===== src/rtl/add_mode_defs.sv =====
// Lab-wide add/subtract mode encodings shared with the multiplier labs.
// Guarded so it may be both compiled standalone and included.
`ifndef ADD_MODE_DEFS_SV
`define ADD_MODE_DEFS_SV
`define ADD_MODE_ADD 1'b0
`define ADD_MODE_SUB 1'b1
`endif


===== src/rtl/pipelined_nbit_adder_pkg.sv =====
// Shared constants for the pipelined adder/subtractor.
// Mode values match the lab-wide ADD_MODE_ADD / ADD_MODE_SUB encodings.
package pipelined_nbit_adder_pkg;
    localparam logic ADD_MODE_ADD = 1'b0;
    localparam logic ADD_MODE_SUB = 1'b1;
endpackage


===== src/rtl/pipelined_nbit_adder_slice.sv =====
// Ripple-carry slice built from full_adder cells; exposes the carry into its MSB.
// Latency: combinational.
// Backpressure: none (pure datapath).
module full_adder (
    input  logic a,
    input  logic b,
    input  logic ci,
    output logic s,
    output logic co
);
    assign s  = a ^ b ^ ci;
    assign co = (a & b) | (ci & (a ^ b));
endmodule

module adder_slice #(
    parameter int SLICE = 4
) (
    input  logic [SLICE-1:0] a,
    input  logic [SLICE-1:0] b,
    input  logic             cin,
    output logic [SLICE-1:0] s,
    output logic             cout,
    output logic             c_msb_in
);
    logic [SLICE:0] c;

    assign c[0] = cin;

    for (genvar i = 0; i < SLICE; i++) begin : g_fa
        full_adder u_fa (
            .a  (a[i]),
            .b  (b[i]),
            .ci (c[i]),
            .s  (s[i]),
            .co (c[i+1])
        );
    end

    assign cout     = c[SLICE];
    assign c_msb_in = c[SLICE-1];
endmodule


===== src/rtl/pipelined_nbit_adder.sv =====
// Pipelined ripple-carry adder/subtractor, one carry register per slice stage.
// Latency: STAGES cycles of advance; one result per cycle.
// Backpressure: whole pipe (bubbles included) freezes while out_valid & !out_ready.
module pipelined_nbit_adder
    import pipelined_nbit_adder_pkg::*;
#(
    parameter int WIDTH  = 16,
    parameter int STAGES = 4
) (
    input  logic             clk,
    input  logic             rst,
    input  logic             in_valid,
    output logic             in_ready,
    input  logic [WIDTH-1:0] in1,
    input  logic [WIDTH-1:0] in2,
    input  logic             cin,
    input  logic             sub,
    output logic             out_valid,
    input  logic             out_ready,
    output logic [WIDTH-1:0] sum,
    output logic             cout,
    output logic             ovf
);
    localparam int SLICE = WIDTH / STAGES;

    logic             adv;
    logic [WIDTH-1:0] b_eff;
    logic             c0;
    logic             ovf_q;

    assign adv      = !out_valid || out_ready;
    assign in_ready = adv;
    assign b_eff    = (sub == ADD_MODE_SUB) ? ~in2 : in2;
    assign c0       = (sub == ADD_MODE_SUB) ? 1'b1 : cin;

    for (genvar k = 0; k < STAGES; k++) begin : g_stage
        // Operand bits not yet consumed when they reach stage k.
        localparam int REM = WIDTH - k * SLICE;

        logic [REM-1:0]         a_src;
        logic [REM-1:0]         b_src;
        logic                   c_src;
        logic                   v_src;
        logic [SLICE-1:0]       s;
        logic                   c_out;
        logic                   msb_carry;
        logic [(k+1)*SLICE-1:0] sum_d;
        logic [(k+1)*SLICE-1:0] sum_q;
        logic                   valid_q;
        logic                   carry_q;

        if (k == 0) begin : g_src
            assign a_src = in1;
            assign b_src = b_eff;
            assign c_src = c0;
            assign v_src = in_valid;
            assign sum_d = s;
        end else begin : g_src
            assign a_src = g_stage[k-1].g_hi.a_hi_q;
            assign b_src = g_stage[k-1].g_hi.b_hi_q;
            assign c_src = g_stage[k-1].carry_q;
            assign v_src = g_stage[k-1].valid_q;
            assign sum_d = {s, g_stage[k-1].sum_q};
        end

        adder_slice #(.SLICE(SLICE)) u_slice (
            .a        (a_src[SLICE-1:0]),
            .b        (b_src[SLICE-1:0]),
            .cin      (c_src),
            .s        (s),
            .cout     (c_out),
            .c_msb_in (msb_carry)
        );

        always_ff @(posedge clk) begin
            if (rst) begin
                valid_q <= 1'b0;
                carry_q <= 1'b0;
                sum_q   <= '0;
            end else if (adv) begin
                valid_q <= v_src;
                carry_q <= c_out;
                sum_q   <= sum_d;
            end
        end

        // Upper operand slices travel alongside the carry until their stage.
        if (k < STAGES - 1) begin : g_hi
            logic [REM-SLICE-1:0] a_hi_q;
            logic [REM-SLICE-1:0] b_hi_q;
            logic                 msb_carry_unused;

            assign msb_carry_unused = msb_carry;

            always_ff @(posedge clk) begin
                if (rst) begin
                    a_hi_q <= '0;
                    b_hi_q <= '0;
                end else if (adv) begin
                    a_hi_q <= a_src[REM-1:SLICE];
                    b_hi_q <= b_src[REM-1:SLICE];
                end
            end
        end
    end

    always_ff @(posedge clk) begin
        if (rst) begin
            ovf_q <= 1'b0;
        end else if (adv) begin
            ovf_q <= g_stage[STAGES-1].msb_carry ^ g_stage[STAGES-1].c_out;
        end
    end

    assign out_valid = g_stage[STAGES-1].valid_q;
    assign sum       = g_stage[STAGES-1].sum_q;
    assign cout      = g_stage[STAGES-1].carry_q;
    assign ovf       = ovf_q;
endmodule


===== config.mk =====
export PLATFORM = sky130hd
export DESIGN_NAME = pipelined_nbit_adder
export DESIGN_NICKNAME = d
export VERILOG_FILES = /design/src/rtl/add_mode_defs.sv /design/src/rtl/pipelined_nbit_adder_pkg.sv /design/src/rtl/pipelined_nbit_adder_slice.sv /design/src/rtl/pipelined_nbit_adder.sv
export SDC_FILE = /design/constraint.sdc
export NUM_CORES = 1
export LEC_CHECK = 0
export ABC_CLOCK_PERIOD_IN_PS = 3200
export BUFFER_PORTS_ARGS = -buffer_cell sky130_fd_sc_hd__buf_2
export CORE_AREA = 2 2 98 100
export CTS_CLUSTER_SIZE = 8
export DETAILED_ROUTE_END_ITERATION = 7
export DIE_AREA = 0 0 100 102
export RECOVER_POWER = 100
export SYNTH_ARGS = -nofsm -noshare
export SYNTH_HDL_FRONTEND = slang
export SYNTH_SLANG_ARGS = --single-unit

===== constraint.sdc =====
create_clock -name clk -period 3.2 [get_ports clk]
set_input_delay 0.32 -clock clk [delete_from_list [all_inputs] [get_ports clk]]
set_output_delay 0.32 -clock clk [all_outputs]
set_load 0.1 [all_outputs]

Word level (Yosys, flattened, before mapping). Index checks and enable logic that the tools add are counted.

Flip-flop bits (word level): 97. Output and inout port bits: 20. Word-level logic and storage cells: 105.

Mux-type cells: 2. Bitwise operators: 82. Reductions and logical operators: 2.

Operators by type and width (count): bitwise XOR 1 bit (33); bitwise AND 1 bit (32); 2-to-1 mux 16 bit (1); NOT 16 bit (1); bitwise OR 1 bit (16); logical NOT 1 bit (1); logical OR 1 bit (1); 2-to-1 mux 1 bit (1).

Depth between registers and ports, before layout. Gate-level depths: netlist of run 1.

Word-level depth: 11. Mapped depth: 10. Mapped depth without buffers: 10.

By module. From an unflattened synthesis of run 1, not the netlist that was laid out.

Cell total of the unflattened synthesis: 444. Area, all modules: 3922.5 um^2.

By module, submodules not included: pipelined_nbit_adder (instances 1, cells an instance 428, area each 3602.2 um^2, sequential area each 1941.9 um^2); full_adder (instances 16, cells an instance 1, area each 20.0 um^2, sequential area each 0.0 um^2).

Worst setup path before layout of run 1. Ideal clock, no wire load.

Path kind: input port to flip-flop. From: input port sub. To: register g_stage[0].sum_q[3]. Arrival: 2.512 ns. Required time: 3.057 ns. Slack: 0.546 ns. Stages on the path: 10. Cells stage by stage: buf_4 -> buf_4 -> xnor2_1 -> fa_1 -> fa_1 -> fa_1 -> inv_1 -> fa_1 -> nand2_1 -> a21oi_1.

Cells in the longest elaborated chain, start to end: 9. Elaborated cells between the ends (all ways): 16.

RTL lines: start, declared (line pipelined_nbit_adder.sv:17) `input logic sub,`; 2-to-1 mux 16 bit (line pipelined_nbit_adder.sv:33) `assign b_eff = (sub == ADD_MODE_SUB) ? ~in2 : in2;`; bitwise XOR 1 bit (line pipelined_nbit_adder_slice.sv:12) `assign co = (a & b) | (ci & (a ^ b));`; bitwise AND 1 bit (line pipelined_nbit_adder_slice.sv:12); bitwise OR 1 bit (line pipelined_nbit_adder_slice.sv:12); bitwise AND 1 bit (line pipelined_nbit_adder_slice.sv:12); bitwise OR 1 bit (line pipelined_nbit_adder_slice.sv:12); bitwise AND 1 bit (line pipelined_nbit_adder_slice.sv:12); bitwise OR 1 bit (line pipelined_nbit_adder_slice.sv:12); bitwise XOR 1 bit (*) (line pipelined_nbit_adder_slice.sv:11) `assign s = a ^ b ^ ci;`; named net g_stage[0].u_slice.g_fa[3].u_fa.s (line pipelined_nbit_adder_slice.sv:8) `output logic s,`; end signal, assigned (line pipelined_nbit_adder.sv:83) `sum_q <= sum_d;`; end, declared (line pipelined_nbit_adder.sv:48) `logic [(k+1)*SLICE-1:0] sum_q;`.

The timed path passes the listed nets; every way through them passes the cells marked *. A chain may end at the register's enable or synchronous reset.

Worst setup path after layout of run 1. Ends and elaborated chain as after synthesis.

==> results.yml, run 1 <==
worst_setup_path:
  regToRegSetupSlack_ns: 0.89
  reg2reg_from: "out_valid"
  crit_type: "in2reg"
  critical_path_required_ns: 3.39
  crit_start: "sub"
  cp-end-kind: "flip-flop"
  worstPathArrival_ns: 2.84
  cp-start-kind: "input port"
  critPathMaxFanout: 11
yosys:
  async_flop_share_pct: 0
  syn_inst: 458
  ys_warn_count: 0
  yosys_register_bits: 97
  syn_nets: 512
  synth-main-ff-cell: "dfxtp_1"
  ys_seq_area_share_pct: 48.6
  synth_common_cells: "nand2_1 (144), dfxtp_1 (97), a21oi_1 (72)"
  syn_area_per_cell_um2: 8.73
  synth-edff-count: 0
  synthTopCellsByArea: "dfxtp_1 (49%), nand2_1 (14%), a21oi_1 (9.0%), fa_1 (8.0%), a211oi_2 (5.6%)"
  mappedNetlistArea_mm2: 0.00400
  synthDistinctLibCells: 16
  yosys.area.top_type_share_pct: 48.6
  yosysTopAreaCell: "dfxtp_1"
  synth.most_common_cell: "nand2_1"
layout:
  final_nets: 549
  area_growth_pct: 9.36
  antenna_cells: 0
  fillCellCount: 936
  final_layout_size_suffix_gt1_share_pct: 12.6
sta:
  finalHoldViolations: 0
  fin_crit_sh_pct: 82.8
  slew_violations: 78
  fmax_mhz: 377
  setup_tns_ns: 0
  period_minus_slack_ns: 2.65
  clock_skew_ns: 0.00881
  setup_viol: 0
  worst_slack_ns: 0.550
  tightest_slew_ns: 1.52
  timing.slew.headroom_pct: -1.38
  rsz0062_at_grt: "false"
routing:
  viasPerCell: 4.70
  drc: 0
  wire_per_inst_um: 11.9
  drtAntennaViolNets: 0
  via_count: 2870
  drt-total-wl_mm: 7.28
  drt_pass1_iterations: 4
  drtIter0Drc: 145
global_route:
  grt_pass1_wl_mm: 12.6
  grt_pass1_vias: 2817
  grtUsageTotal_pct: 15.3
  overflow: 0
  grt_max_degree: 98
  antenna_found_initial: 0
clock_network:
  cts_tree: "done"
  root_buffer: "clkbuf_8"
  cts_resized: 0
  clk_pin_slew_ns: 0.09
  cts_setup_buffers: 0
  clock-sinks: 97
  cts_max_path_buffers: 2
  cts_hold_buffers: 0
  clkLatencyLatePin_ns: 0.35
  h-tree-depth: 3
  cts_buffers: 9
floorplan:
  fp.coreArea_mm2: 0.00911
  start_util_pct: 43.9
  rows: 35
  die_w_um: 100
  fp.dieArea_mm2: 0.0102
  dieHeight_um: 102
  io_pins: 58
job:
  max-cap-violations: 1
status:
  violations: "capacitance limit, slew limit"
  status: "complete, but fails checks"
placement:
  port_buffers: 57
  globalplace.congestion: 0.728
  pre_cts_ws_ns: 0.483
  dpl.hpwl_mm: 4.66
worst_hold_path:
  min_from: "in1[8]"
  hold_path.class: "in2reg"
pwr:
  ir_worst_vdd_mv: 0.186
  power_mw: 2.45
  power.density_mw_per_mm2: 559
  leakage_nw: 1.72
critical path, stage by stage:
cell	delay (ns)
clkbuf_1	0.49
xnor2_1	0.20
fa_1	0.43
fa_1	0.39
fa_1	0.38
inv_1	0.09
fa_1	0.41
nand2_1	0.07
a21oi_1	0.06
metrics by stage:
stage	std cells	util [%]	instance area [µm²]	hold WS [ns]
floorplan	458	-	4000	0.432
global placement	595	46.8	4260	0.438
detailed placement	595	46.8	4260	0.443
CTS	610	49.1	4470	0.185
global route	610	48.0	4370	0.191
finish	610	48.0	4370	0.200
flip-flops by register name, indices dropped and copies added (netlist names):
name,flops
g_stage.g_hi.a_hi_q,24
g_stage.g_hi.b_hi_q,24
g_stage.sum_q,24
sum,16
g_stage.carry_q,3
g_stage.valid_q,3
cout,1
out_valid,1
ovf,1
layer usage:
layer	part of all wire, %	track usage, %	vias up
met5	0	0	-
met4	1.6	6.64	0
met3	3.2	2.74	10
met2	44	24.7	41
met1	51	20.4	1299
li1	-	-	1520
power by group:
| part | internal [mW] | switching (mW) | total [mW] | leakage (nW) |
|---|---|---|---|---|
| clock | 0.436 | 0.396 | 0.832 | 0.102 |
| sequential | 1.29 | 0.0398 | 1.33 | 0.797 |
| combinational | 0.0995 | 0.189 | 0.288 | 0.818 |
cell type report:
class	instances	area, µm²	share of cell area, %
Sequential cell	97	1940	44.4
Inverter	26	100	2.29
Clock inverter	5	81.3	1.86
Tap cell	111	139	3.18
Timing Repair Buffer	60	279	6.38
Multi-Input combinational cell	301	1700	39.0
Clock buffer	10	128	2.92
path summary, 6_finish.rpt:
path,end,depth (start not counted)
worst min-delay path,g_stage[0].g_hi.a_hi_q[4],3
worst min register to register,sum[14],2
worst max register to register,g_stage[1].sum_q[4],5
worst max-delay path,g_stage[0].sum_q[3],9
cell families (layout without fill, tap and decap cells):
kind of cell / Yosys count / after routing / synth area share [%]
compound gates: 96 / 96 / 15.8
fa+ha+maj: 16 / 16 / 8.01
simple gates: 172 / 172 / 16.4
xor+xnor: 17 / 17 / 3.72
buf+inv: 60 / 101 / 7.51
flops: 97 / 97 / 48.6
layout by cell type (no fill, tap or decap), types with 2 or more instances in the layout:
cell type,n
bufinv_16,2
nand2_1,144
a21oi_1,72
dfxtp_1,97
buf_4,2
clkbuf_1,22
nor2_1,27
a211oi_1,15
clkbuf_8,9
xnor2_1,14
inv_1,25
fa_1,16
xor2_1,3
a211oi_2,9
buf_2,35
clkbuf_2,2
Note: power is estimated with default switching activity, not from simulation.
==> run 2, diff against run 1 <==
Settings changed: ABC_CLOCK_PERIOD_IN_PS 3200 to 2400, PLACE_DENSITY set to 0.66.
Clock period 3.2 ns to 2.4 ns, I/O delays scaled along.
==> run 2 against run 1 <==
  * The run now ends clean
  * Critical endpoint is now sum[15]
  * First-iteration DRC count down 25%
  * Non-clock buffer count up 2
  * Clock power rose by 13%
  * Critical path depth is 1 lower
  * Global-route usage fell by 0.20 points
  * Via count increased by 1.1%
  * Hold slack got worse by 0.078 ns
  * Clock-buffer cell count up 3
  * Clock skew fell by 0.0021 ns
==> results.yml, run 2 (synthesis results as in run 1) <==
status:
  status: "finished clean"
routing:
  drtAntennaViolNets: 0
  drt-total-wl_mm: 7.29
  drtIter0Drc: 109
  via_count: 2901
  viasPerCell: 4.73
  wire_per_inst_um: 11.9
  drt_pass1_iterations: 4
  drc: 0
worst_setup_path:
  cp.buffers_inverters: 3
  slowest_stage: "fa_1"
  worstPathArrival_ns: 2.55
  cpLargestDelayFamily: "adder cells"
  critical_path_required_ns: 2.67
  cp-start-kind: "flip-flop"
  critPathMaxFanout: 2
  crit_type: "reg2reg"
  path_cells: "fa_1 -> inv_1 -> fa_1 -> inv_1 -> fa_1 -> inv_1 -> fa_2 -> a211oi_2"
  cp-end-kind: "flip-flop"
  cpPeakStageDelay_ns: 0.45
layout:
  area_growth_pct: 9.51
  final_common_cell: "nand2_1"
  final_cell_mix: "nand2_1 (144), dfxtp_1 (97), a21oi_1 (72)"
  final_area_mm2: 0.00438
  multi_input_area_mm2: 0.00172
  reg.largest.list: "g_stage.g_hi.a_hi_q: 24 flops, g_stage.g_hi.b_hi_q: 24 flops, g_stage.sum_q: 24 flops"
  antenna_cells: 0
  seqCellArea_mm2: 0.00194
  fillCellCount: 905
  final_nets: 551
  final_layout_size_suffix_gt1_share_pct: 13.9
placement:
  place_area_mm2: 0.00429
  dpl.hpwl_mm: 4.80
  port_buffers: 57
  pre_cts_ws_ns: 0.00846
  globalplace.congestion: 0.750
sta:
  slew_violations: 0
  period_minus_slack_ns: 2.27
  hold_slack_ns: 0.122
  fin_crit_sh_pct: 94.8
  setup_tns_ns: 0
  timing.slew.headroom_pct: 11.9
  clock_skew_ns: 0.00676
  finalHoldViolations: 0
  tightest_slew_ns: 1.32
  worst_slack_ns: 0.126
  fmax_mhz: 440
  setup_viol: 0
  rsz0062_at_grt: "false"
clock_network:
  cts_tree: "done"
  clk_pin_slew_ns: 0.09
  h-tree-depth: 3
  cts_buffers: 9
  clock-sinks: 97
  cts_max_path_buffers: 2
  root_buffer: "clkbuf_8"
  cts_setup_buffers: 0
  clkLatencyLatePin_ns: 0.35
global_route:
  grt_max_degree: 78
  grtUsageTotal_pct: 15.1
  overflow: 0
  antenna_found_initial: 0
  grt_pass1_wl_mm: 12.5
  grt_pass1_vias: 2840
pwr:
  leakage_nw: 1.73
  power_mw: 3.11
  ir_worst_vdd_mv: 0.229
  power.density_mw_per_mm2: 709
job:
  max-cap-violations: 0
floorplan:
  die_w_um: 100
  rows: 35
  io_pins: 58
  fp.dieArea_mm2: 0.0102
  fp.coreArea_mm2: 0.00911
  start_util_pct: 43.9
  dieHeight_um: 102
worst_hold_path:
  hold_path.class: "in2reg"
[run 2: changes by cell type in the layout (fill, tap and decap cells not counted), sizes merged]
cell | previous run | this run
buf | 37 | 40
clkinv | 2 | 3
bufinv | 2 | 0
clkinvlp | 1 | 0
clkbuf | 33 | 35
[run 2: worst paths after layout]
check | start | end | slack, ns | cells past startpoint
max | g_stage[2].carry_q | sum[15] | 0.13 | 8
min reg2reg | sum[7] | sum[7] | 0.45 | 2
min | in1[15] | g_stage[0].g_hi.a_hi_q[11] | 0.12 | 3
max reg2reg | g_stage[2].carry_q | sum[15] | 0.13 | 8
[run 2: final cells by class]
cell class,instances,share of cell area [%]
inverter,26,2.29
tap,111,3.17
clock buffer,13,3.63
timing repair buffer,62,7.03
clock inverter,3,0.343
multi-input combinational,301,39.2
sequential,97,44.4
[run 2: report_power, final]
group / internal [mW] / switching [mW]
clock: 0.430 / 0.511
sequential: 1.71 / 0.0551
combinational: 0.140 / 0.255
[run 2: routing by layer]
| layer | up-vias | global-route usage [%] | part of all wire, % |
|---|---|---|---|
| li1 | 1528 | - | - |
| met1 | 1321 | 20.4 | 51 |
| met2 | 46 | 23.8 | 45 |
| met3 | 6 | 4.17 | 3.5 |
| met4 | 0 | 5.06 | 1.3 |
| met5 | - | 0 | 0 |
[run 2: what timing repair did]
item / in CTS / in global routing
hold buffers: 0 / 0
setup endpoints to repair: 0 / 1
gates resized for setup: 0 / 1
endpoints found under the hold margin: 0 / 0
[run 2: tightest hold or removal path: stages]
cell and delay (ns):
buf_2 0.09, nand2_1 0.04, a21oi_1 0.05
[run 2: through the flow]
step / utilization, % / std cells
floorplan: - / 458
global placement: 47.1 / 597
detailed placement: 47.1 / 597
CTS: 49.0 / 613
global route: 48.1 / 613
finish: 48.1 / 613
==> run 3, diff against run 2 <==
Settings changed: CELL_PAD_IN_SITES_DETAIL_PLACEMENT set to 2, CELL_PAD_IN_SITES_GLOBAL_PLACEMENT set to 2, CORE_AREA 2 2 98 100 to 2 2 117 119, DIE_AREA 0 0 100 102 to 0 0 119 121, PLACE_DENSITY 0.66 to not set, PLACE_DENSITY_LB_ADDON set to 0.1.
==> run 3 against run 2 <==
  * Combinational power is 4% higher
  * First-iteration DRC count increased by 24%
  * Core utilization fell by 12 points
==> results.yml, run 3 (synthesis results as in run 1) <==
global_route:
  grt_pass1_wl_mm: 16.1
  antenna_found_initial: 0
  overflow: 0
  grt_max_degree: 78
  grtUsageTotal_pct: 14.2
  grt_pass1_vias: 3225
layout:
  area_growth_pct: 17.2
  antenna_cells: 0
  multi_input_area_mm2: 0.00173
  seqCellArea_mm2: 0.00195
  fillCellCount: 1488
  reg.largest.list: "g_stage.g_hi.a_hi_q: 24 flops, g_stage.g_hi.b_hi_q: 24 flops, g_stage.sum_q: 24 flops"
  final_layout_size_suffix_gt1_share_pct: 16.1
  final_common_cell: "nand2_1"
  instances_no_fill: 678
  final_area_mm2: 0.00468
  final_cell_mix: "nand2_1 (144), dfxtp_1 (94), a21oi_1 (72)"
  final_nets: 551
pwr:
  p_sw_share_pct: 24.0
  comb_power_share_pct: 10.5
  ir_worst_vdd_mv: 0.400
  power.density_mw_per_mm2: 832
  power_mw: 3.90
  p_int_mw: 2.96
  seq_power_share_pct: 45.5
  clkPwrFrac_pct: 44.0
  leakage_nw: 1.82
  p_sw_mw: 0.935
floorplan:
  fp.dieArea_mm2: 0.0144
  io_pins: 58
  rows: 42
  fp.coreArea_mm2: 0.0131
  start_util_pct: 30.6
  die_w_um: 119
  dieHeight_um: 121
routing:
  via_count: 3057
  drtAntennaViolNets: 0
  drc: 0
  drt_pass1_iterations: 4
  drtIter0Drc: 135
  viasPerCell: 4.51
  wire_per_inst_um: 13.9
  drt-total-wl_mm: 9.43
worst_setup_path:
  critPathMaxFanout: 2
  cp-start-kind: "flip-flop"
  cp-end-kind: "flip-flop"
  critical_path_required_ns: 2.67
  regToRegSetupSlack_ns: 0.15
  reg2reg_from: "g_stage[2].carry_q"
  crit_start: "g_stage[2].carry_q"
  crit_type: "reg2reg"
  worstPathArrival_ns: 2.52
clock_network:
  clock-sinks: 97
  cts_tree: "done"
  cts_max_path_buffers: 2
  h-tree-depth: 3
  cts_buffers: 9
  clkLatencyLatePin_ns: 0.35
  root_buffer: "clkbuf_16"
  clk_pin_slew_ns: 0.07
  cts_setup_buffers: 0
placement:
  placed_cells: 662
  place_area_mm2: 0.00440
  dpl.hpwl_mm: 6.10
  globalplace.congestion: 0.697
  port_buffers: 57
  pre_cts_ws_ns: 0.0224
sta:
  rsz0062_at_grt: "false"
  slew_violations: 0
  fin_crit_sh_pct: 93.9
  setup_tns_ns: 0
  fmax_mhz: 444
  clock_skew_ns: 0.00422
  period_minus_slack_ns: 2.25
  finalHoldViolations: 0
  setup_viol: 0
  timing.slew.headroom_pct: 21.6
  tightest_slew_ns: 1.18
  worst_slack_ns: 0.147
status:
  status: "finished clean"
worst_hold_path:
  min_from: "in1[4]"
  hold_path.class: "in2reg"
job:
  max-cap-violations: 0
## run 3: final cells by class
type                    instances  area share (%)
clock buffers                  12            5.69
well taps                     176            4.70
clock inverters                 4            2.08
multi-input cells             301            36.9
inverters                      26            2.14
repair buffers                 62            6.92
flip-flops and latches         97            41.5
## run 3: through the flow
| step | hold WS (ns) | util [%] |
|---|---|---|
| 2_1_floorplan | 0.380 | - |
| 3_3_place_gp | 0.436 | 33.6 |
| 3_5_place_dp | 0.445 | 33.6 |
| 4_1_cts | 0.123 | 36.4 |
| 5_1_grt | 0.134 | 35.8 |
| 6_report | 0.134 | 35.8 |
## run 3: critical path, stage by stage (launching register included)
cell and delay [ns]:
dfxtp_2 0.34, fa_1 0.16, inv_1 0.05, fa_1 0.40, inv_1 0.10, fa_2 0.23
inv_2 0.05, fa_2 0.40, xnor2_1 0.18, nand2_1 0.09, a21oi_1 0.16
## run 3: repair_timing
item / 4_1_cts / 5_1_grt
gates resized for setup: 0 / 7
hold endpoints to repair: 0 / 0
setup endpoints to repair: 0 / 2
hold buffers: 0 / 0
## run 3: metal layers
metal	global-route usage (%)	up-vias	wire length (µm)
met5	0	-	0
met4	7.14	0	210
met3	2.73	12	308
met2	21.2	48	4220
met1	19.6	1466	4690
li1	-	1531	-
## run 3: power groups by stage
| stage | Clock [mW] | Sequential [mW] | Combinational [mW] |
|---|---|---|---|
| 6_report | 1.71 | 1.78 | 0.409 |
| 2_1_floorplan | 0 | 1.88 | 0.228 |
| 3_3_place_gp | 0 | 1.81 | 0.420 |
| 4_1_cts | 1.77 | 1.78 | 0.432 |
| 5_1_grt | 1.84 | 1.79 | 0.465 |
| 3_5_place_dp | 0 | 1.81 | 0.427 |
## run 3: path summary, 6_finish.rpt
| kind | to | depth (start not counted) |
|---|---|---|
| hold / removal | g_stage[0].g_hi.a_hi_q[0] | 3 |
| hold reg to reg | sum[2] | 2 |
| setup / recovery | ovf | 10 |
| setup reg to reg | ovf | 10 |
